===== src/rtl/mem_cache_pkg.sv =====
// Shared definitions for the direct-mapped write-through data cache.
// Holds the FSM state encoding, the default geometry and the word/line widths.
package mem_cache_pkg;

  localparam int DEF_INDEX_W = 6;
  localparam int DEF_TAG_W   = 10;
  localparam int ADDR_W      = 32;
  localparam int DATA_W      = 32;
  localparam int OFFSET_W    = 2;

  typedef enum logic [1:0] {
    ST_IDLE    = 2'd0,
    ST_RD_MISS = 2'd1,
    ST_WR_THRU = 2'd2
  } state_t;

endpackage


===== src/rtl/mem_cache_if.sv =====
// Upstream MEM-stage request/ready bus, the same shape the stage would present to SRAM.
// master = MEM stage side, slave = cache side.
interface mem_cache_if;
  import mem_cache_pkg::*;

  logic              mem_read;
  logic              mem_write;
  logic [ADDR_W-1:0] address;
  logic [DATA_W-1:0] write_data;
  logic [DATA_W-1:0] read_data;
  logic              ready;

  modport master (
    output mem_read, mem_write, address, write_data,
    input  read_data, ready
  );

  modport slave (
    input  mem_read, mem_write, address, write_data,
    output read_data, ready
  );

endinterface


===== src/rtl/mem_cache_array.sv =====
// Valid/tag/data storage: one combinational read port, one synchronous write port.
// Valid bits have a synchronous clear; tag and data storage is never reset.
module mem_cache_array #(
  parameter int INDEX_W = 6,
  parameter int TAG_W   = 10,
  parameter int DATA_W  = 32
) (
  input  logic               clk,
  input  logic               i_clear,
  input  logic [INDEX_W-1:0] i_rd_index,
  output logic               o_rd_valid,
  output logic [TAG_W-1:0]   o_rd_tag,
  output logic [DATA_W-1:0]  o_rd_data,
  input  logic               i_wr_en,
  input  logic [INDEX_W-1:0] i_wr_index,
  input  logic [TAG_W-1:0]   i_wr_tag,
  input  logic [DATA_W-1:0]  i_wr_data
);

  localparam int LINES = 1 << INDEX_W;

  logic [LINES-1:0]  r_valid;
  logic [TAG_W-1:0]  r_tag  [LINES];
  logic [DATA_W-1:0] r_data [LINES];

  always_ff @(posedge clk) begin
    if (i_clear) begin
      r_valid <= '0;
    end else if (i_wr_en) begin
      r_valid[i_wr_index] <= 1'b1;
    end
  end

  always_ff @(posedge clk) begin
    if (i_wr_en) begin
      r_tag[i_wr_index]  <= i_wr_tag;
      r_data[i_wr_index] <= i_wr_data;
    end
  end

  assign o_rd_valid = r_valid[i_rd_index];
  assign o_rd_tag   = r_tag[i_rd_index];
  assign o_rd_data  = r_data[i_rd_index];

endmodule


===== src/rtl/mem_cache.sv =====
// Direct-mapped, write-through, no-write-allocate data cache in front of the SRAM controller.
// Optional read hit/miss counters are built only when CACHE_STATS_EN is defined.
module mem_cache
  import mem_cache_pkg::*;
#(
  parameter int INDEX_W = DEF_INDEX_W,
  parameter int TAG_W   = DEF_TAG_W
) (
  input  logic              clk,
  input  logic              rst,
  mem_cache_if.slave        mem_bus,
  output logic              o_sram_rd_en,
  output logic              o_sram_wr_en,
  output logic [ADDR_W-1:0] o_sram_address,
  output logic [DATA_W-1:0] o_sram_write_data,
  input  logic [DATA_W-1:0] i_sram_read_data,
  input  logic              i_sram_ready,
  output logic [31:0]       o_hit_count,
  output logic [31:0]       o_miss_count
);

  state_t r_state;
  state_t w_state_next;

  logic [INDEX_W-1:0] w_index;
  logic [TAG_W-1:0]   w_tag;
  logic               w_line_valid;
  logic [TAG_W-1:0]   w_line_tag;
  logic [DATA_W-1:0]  w_line_data;
  logic               w_hit;
  logic               w_read_hit;
  logic               w_arr_wr;
  logic               w_arr_wr_en;
  logic [DATA_W-1:0]  w_arr_wr_data;

  assign w_index = mem_bus.address[INDEX_W+1:OFFSET_W];
  assign w_tag   = mem_bus.address[INDEX_W+TAG_W+1:INDEX_W+2];
  assign w_hit   = w_line_valid && (w_line_tag == w_tag);

  // A fill or write-through completing in the reset cycle must not land in the array.
  assign w_arr_wr_en   = w_arr_wr && !rst;
  assign w_arr_wr_data = (r_state == ST_RD_MISS) ? i_sram_read_data : mem_bus.write_data;

  mem_cache_array #(
    .INDEX_W (INDEX_W),
    .TAG_W   (TAG_W),
    .DATA_W  (DATA_W)
  ) u_array (
    .clk        (clk),
    .i_clear    (rst),
    .i_rd_index (w_index),
    .o_rd_valid (w_line_valid),
    .o_rd_tag   (w_line_tag),
    .o_rd_data  (w_line_data),
    .i_wr_en    (w_arr_wr_en),
    .i_wr_index (w_index),
    .i_wr_tag   (w_tag),
    .i_wr_data  (w_arr_wr_data)
  );

  always_ff @(posedge clk) begin
    if (rst) begin
      r_state <= ST_IDLE;
    end else begin
      r_state <= w_state_next;
    end
  end

  always_comb begin
    w_state_next      = r_state;
    mem_bus.ready     = 1'b1;
    mem_bus.read_data = '0;
    o_sram_rd_en      = 1'b0;
    o_sram_wr_en      = 1'b0;
    w_arr_wr          = 1'b0;
    w_read_hit        = 1'b0;
    case (r_state)
      ST_IDLE: begin
        // A simultaneous read and write is handled as a write.
        if (mem_bus.mem_write) begin
          mem_bus.ready = 1'b0;
          w_state_next  = ST_WR_THRU;
        end else if (mem_bus.mem_read) begin
          if (w_hit) begin
            mem_bus.read_data = w_line_data;
            w_read_hit        = 1'b1;
          end else begin
            mem_bus.ready = 1'b0;
            w_state_next  = ST_RD_MISS;
          end
        end
      end
      ST_RD_MISS: begin
        o_sram_rd_en  = 1'b1;
        mem_bus.ready = 1'b0;
        if (i_sram_ready) begin
          w_arr_wr          = 1'b1;
          mem_bus.read_data = i_sram_read_data;
          mem_bus.ready     = 1'b1;
          w_state_next      = ST_IDLE;
        end
      end
      ST_WR_THRU: begin
        o_sram_wr_en  = 1'b1;
        mem_bus.ready = 1'b0;
        if (i_sram_ready) begin
          w_arr_wr      = w_hit;
          mem_bus.ready = 1'b1;
          w_state_next  = ST_IDLE;
        end
      end
      default: begin
        w_state_next = ST_IDLE;
      end
    endcase
  end

  assign o_sram_address    = mem_bus.address;
  assign o_sram_write_data = mem_bus.write_data;

`ifdef CACHE_STATS_EN
  logic [31:0] r_hit_count;
  logic [31:0] r_miss_count;

  always_ff @(posedge clk) begin
    if (rst) begin
      r_hit_count  <= '0;
      r_miss_count <= '0;
    end else begin
      if (w_read_hit) begin
        r_hit_count <= r_hit_count + 32'd1;
      end
      if ((r_state == ST_IDLE) && (w_state_next == ST_RD_MISS)) begin
        r_miss_count <= r_miss_count + 32'd1;
      end
    end
  end

  assign o_hit_count  = r_hit_count;
  assign o_miss_count = r_miss_count;
`else
  assign o_hit_count  = '0;
  assign o_miss_count = '0;
`endif

endmodule


===== src/flat_wrapper.sv =====
// flat-port wrapper written by rule: the top's interface ports become plain ports
module mem_cache_flat import mem_cache_pkg::*;
#(
  parameter int INDEX_W = DEF_INDEX_W,
  parameter int TAG_W   = DEF_TAG_W
)
  (clk, rst, o_sram_rd_en, o_sram_wr_en, o_sram_address, o_sram_write_data, i_sram_read_data, i_sram_ready, o_hit_count, o_miss_count, mem_bus_mem_read, mem_bus_mem_write, mem_bus_address, mem_bus_write_data, mem_bus_read_data, mem_bus_ready);
  mem_cache_if mem_bus_i ();
  input  logic clk;
  input  logic rst;
  output logic o_sram_rd_en;
  output logic o_sram_wr_en;
  output logic [ADDR_W-1:0] o_sram_address;
  output logic [DATA_W-1:0] o_sram_write_data;
  input  logic [DATA_W-1:0] i_sram_read_data;
  input  logic i_sram_ready;
  output logic [31:0] o_hit_count;
  output logic [31:0] o_miss_count;
  input wire logic [$bits(mem_bus_i.mem_read)-1:0] mem_bus_mem_read;
  input wire logic [$bits(mem_bus_i.mem_write)-1:0] mem_bus_mem_write;
  input wire logic [$bits(mem_bus_i.address)-1:0] mem_bus_address;
  input wire logic [$bits(mem_bus_i.write_data)-1:0] mem_bus_write_data;
  output wire logic [$bits(mem_bus_i.read_data)-1:0] mem_bus_read_data;
  output wire logic [$bits(mem_bus_i.ready)-1:0] mem_bus_ready;
  assign mem_bus_i.mem_read = mem_bus_mem_read;
  assign mem_bus_i.mem_write = mem_bus_mem_write;
  assign mem_bus_i.address = mem_bus_address;
  assign mem_bus_i.write_data = mem_bus_write_data;
  assign mem_bus_read_data = mem_bus_i.read_data;
  assign mem_bus_ready = mem_bus_i.ready;
  mem_cache #(.INDEX_W(INDEX_W), .TAG_W(TAG_W)) u_core (.clk(clk), .rst(rst), .mem_bus(mem_bus_i), .o_sram_rd_en(o_sram_rd_en), .o_sram_wr_en(o_sram_wr_en), .o_sram_address(o_sram_address), .o_sram_write_data(o_sram_write_data), .i_sram_read_data(i_sram_read_data), .i_sram_ready(i_sram_ready), .o_hit_count(o_hit_count), .o_miss_count(o_miss_count));
endmodule

===== config.mk =====
export PLATFORM = sky130hd
export DESIGN_NAME = mem_cache_flat
export DESIGN_NICKNAME = d
export VERILOG_FILES = /design/src/rtl/mem_cache_pkg.sv /design/src/rtl/mem_cache_if.sv /design/src/rtl/mem_cache_array.sv /design/src/rtl/mem_cache.sv /design/src/flat_wrapper.sv
export SDC_FILE = /design/constraint.sdc
export NUM_CORES = 2
export LEC_CHECK = 0
export ABC_AREA = 1
export CORE_MARGIN = 2
export CORE_UTILIZATION = 27
export CTS_CLUSTER_DIAMETER = 30
export DETAILED_ROUTE_END_ITERATION = 8
export PLACE_DENSITY = 0.51
export SYNTH_ARGS = -nofsm -noshare
export SYNTH_HDL_FRONTEND = slang
export SYNTH_SLANG_ARGS = --single-unit
export TNS_END_PERCENT = 100

===== constraint.sdc =====
create_clock -name clk -period 6.52 [get_ports clk]
set_input_delay 1.304 -clock clk [delete_from_list [all_inputs] [get_ports clk]]
set_output_delay 1.304 -clock clk [all_outputs]
set_load 0.1 [all_outputs]

==> impl_metrics.toml <==
[status]
status = "finished, final reports clean"

[synthesis]
synth_top_area_share_pct = 77.0
synth.avg_cell_area_um2 = 14.4
synth_area_leaders = "edfxtp_1 (77%), o22ai_1 (5.0%), nand2_1 (3.9%)"
yosys_warnings = 0
synth-main-ff-cell = "edfxtp_1"
async_flop_share_pct = 0
syn_area_mm2 = 0.105
ys_seq_area_share_pct = 78.3
synth_edf_count = 2688
post-synth-top-area-cell = "edfxtp_1"
ys_ff_latch = 2754
synth_cell_types = 46
synthCells = 7251

[floorplanning]
dieWidth_um = 627
die_h_um = 627
io_pins = 264
row_count = 228
start_util_pct = 27.1
coreArea_mm2 = 0.386
die_area_mm2 = 0.393

[power]
max-vdd-ir-drop_mv = 0.306
power_w = 0.0501
power_density_mw_per_mm2 = 366
leakage_nw = 47.3

[detailed_routing]
met2_length_um = 169000
drc = 0
ant_nets = 0
drtPass1Iterations = 6
wl_met1_um = 155000
top_layer = "met5"
wl_um = 369000
wl_per_cell_um = 26.9
avgViaCountPerCell = 4.99
num_vias = 68300
drt_iter0_markers = 8438
wl_met3_um = 33100

[placed_design]
port_buffers = 167
post-place-ws_ps = -477
hpwl_um = 208000
gp_congestion = 0.822

[final_layout]
multi_input_area_mm2 = 0.0192
fin_util_pct = 35.5
area_growth_pct = 30.8
final_nets = 8184
seqCellArea_mm2 = 0.0820
drive_gt1_share_pct = 20.5
fill_cells = 36600

[global_routing]
groute.usage.overall_pct = 18.1
grt_pass1_wl_um = 512000
antenna_found_initial = 12
grt_max_degree = 129
overflow = 0
grt_pass1_vias = 66600

[timing]
clock.fmax_mhz = 155
worst_slack_ps = 84.6
hold_viol_final = 0
fin_worst_skew_ps = 114
setup_viol = 0
max-slew-margin-rel_pct = 11.1
period_share_pct = 98.7
fin_crit_ps = 6440
tightest_slew_ps = 1330
slew_viol_final = 0
grt_setup_unrepaired = "true"

[clocking]
root_buffer = "clkbuf_16"
cts_sinks = 2754
cts_tree = "done"
clockBufferDepth = 4
clock_latency_ps = 1020
numCtsBuffers = 542
htreeDepth = 6
cts.clk_slew.worst_paths_ps = 40

[flow_run]
drv_cap = 0

[hold_path]
min_path_type = "register to register"
hold-path-cell-count = 2

[setup_path]
crit_type = "primary input to output port"
crit_fanout = 16
startpoint_type = "primary input"
worstRegToRegCells = 19
cp.arrival_ps = 5130
critPathSlowestCell = "o41ai_1"
crit_chain = "clkdlybuf4s50_1, buf_4, inv_2, nand2_1, buf_12, buf_12, nor2_1, buf_4, inv_8, buf_12, buf_4, o22ai_1, o41ai_1, o2111ai_1, nor3_1, buf_4, nand2_1, o21ai_0, buf_12"
required_ps = 5220
critPathCaptureType = "output port"
max_stage_delay_ps = 510
-- power by group --
| group | total (W) | internal, W | switching [W] |
|---|---|---|---|
| logic | 0.00265 | 0.000631 | 0.00202 |
| clock network | 0.0276 | 0.0180 | 0.00960 |
| registers | 0.0198 | 0.0198 | 0.00000348 |
| total | 0.0501 | 0.0385 | 0.0116 |
-- critical path: cells and delay by family --
| family | cells | cell delay, ps |
|---|---|---|
| buffers and inverters | 11 | 2250 |
| AO/OA/AOI/OAI | 4 | 980 |
| AND/OR/NAND/NOR | 4 | 530 |
-- cells by family after synthesis --
kind of cell / count (synthesis) / synth area share [%]
flip-flops: 2754 / 78.3
buffers and inverters: 1015 / 4.29
other: 1 / 0.00358
AO/OA/AOI/OAI: 1534 / 9.33
adder cells (fa/ha/maj): 4 / 0.0478
multiplexers: 22 / 0.236
AND/OR/NAND/NOR: 1921 / 7.78
-- layer usage --
layer  vias to the layer above  global-route usage (%)
met4                         2                    6.37
met2                      3671                    28.5
met5                         -                       0
li1                      29100                       -
met3                       605                    3.33
met1                     35000                    25.1
-- registers in the layout, indices dropped and copies added, names as in the netlist --
name,count
u_core.u_array.r_tag,640
u_core.u_array.r_valid,64
u_core.r_state,2
u_core.u_array.r_data,2048
-- cells in the mapped netlist, types with 4 or more instances --
cell type  number
nand2_1      1095
buf_4         140
buf_2         117
dfxtp_1        66
nor3_2          6
a21oi_1        78
clkbuf_1      235
or2_2         119
nand3b_1        7
o22a_1         35
buf_1          43
nand3_1       263
o21ai_1        52
nand3_2         5
o22ai_1       842
inv_2           6
o221ai_1       37
nand4_1        27
edfxtp_1     2688
mux2_2         22
o21ai_2         4
o211ai_1       17
nor2_1        315
nor3_1         50
o31ai_1         9
ha_1            4
nor4_1         21
o21ai_0       274
inv_1         469
o41ai_1       180
-- placed cells by master, fill, tap and decap left out, drive strengths merged, types with 9 or more instances in the layout --
cell           synthesis  routed
edfxtp              2688    2688
o22a                  35      35
bufinv                 0      62
o221ai                37      37
mux2                  22      22
a21oi                 78      78
dfxtp                 66      66
nor4                  21      21
nor2                 318     318
conb                   1      64
or2                  122     122
clkdlybuf4s50          0     120
o22ai                842     842
nand2               1097    1097
nand3                268     268
o21ai                330     330
nand4                 27      27
inv                  476     498
o31ai                  9       9
o41ai                180     180
clkbuf               235     633
buf                  302     638
o211ai                17      17
nor3                  56      56
clkinv                 2     237
clkinvlp               0      35
-- repair_timing --
action,CTS,global route
hold buffers,0,0
buffers inserted,4,0
pin swaps,2,2
endpoints found under the setup margin,33,32
gates cloned,0,0
resized for setup,8,25
-- final cells by class --
type,instances,area share [%]
clock buffer,633,10.2
antenna,4,0.00731
clock inverter,354,3.18
multi-input combinational,3545,14.0
inverter,478,1.34
timing repair buffer,758,6.61
tap,5175,4.73
sequential,2754,59.9
-- path summary, 6_finish.rpt --
| check | from | to | slack [ps] |
|---|---|---|---|
| setup / recovery | mem_bus_address[4] | mem_bus_read_data[30] | 80 |
| hold / removal | u_core.u_array.r_valid[42]$_SDFFE_PP0P_ | u_core.u_array.r_valid[42]$_SDFFE_PP0P_ | 450 |
| setup reg to reg | u_core.u_array.r_tag[55][4]$_DFFE_PP_ | u_core.u_array.r_data[23][0]$_DFFE_PP_ | 2380 |
| hold reg to reg | u_core.u_array.r_valid[42]$_SDFFE_PP0P_ | u_core.u_array.r_valid[42]$_SDFFE_PP0P_ | 450 |
-- metrics by stage --
stage          cell area (um^2)  hold slack (ps)  setup TNS [ps]  instances
6_report                 137000              445               0      13700
5_1_grt                  137000              463           -49.9      13700
4_1_cts                  137000              445               0      13700
3_5_place_dp             118000              438          -11440      12700
3_3_place_gp             118000              433          -10600      12700
2_1_floorplan            105000              423               0       7314
No activity file was read; power rests on OpenSTA's default activity.
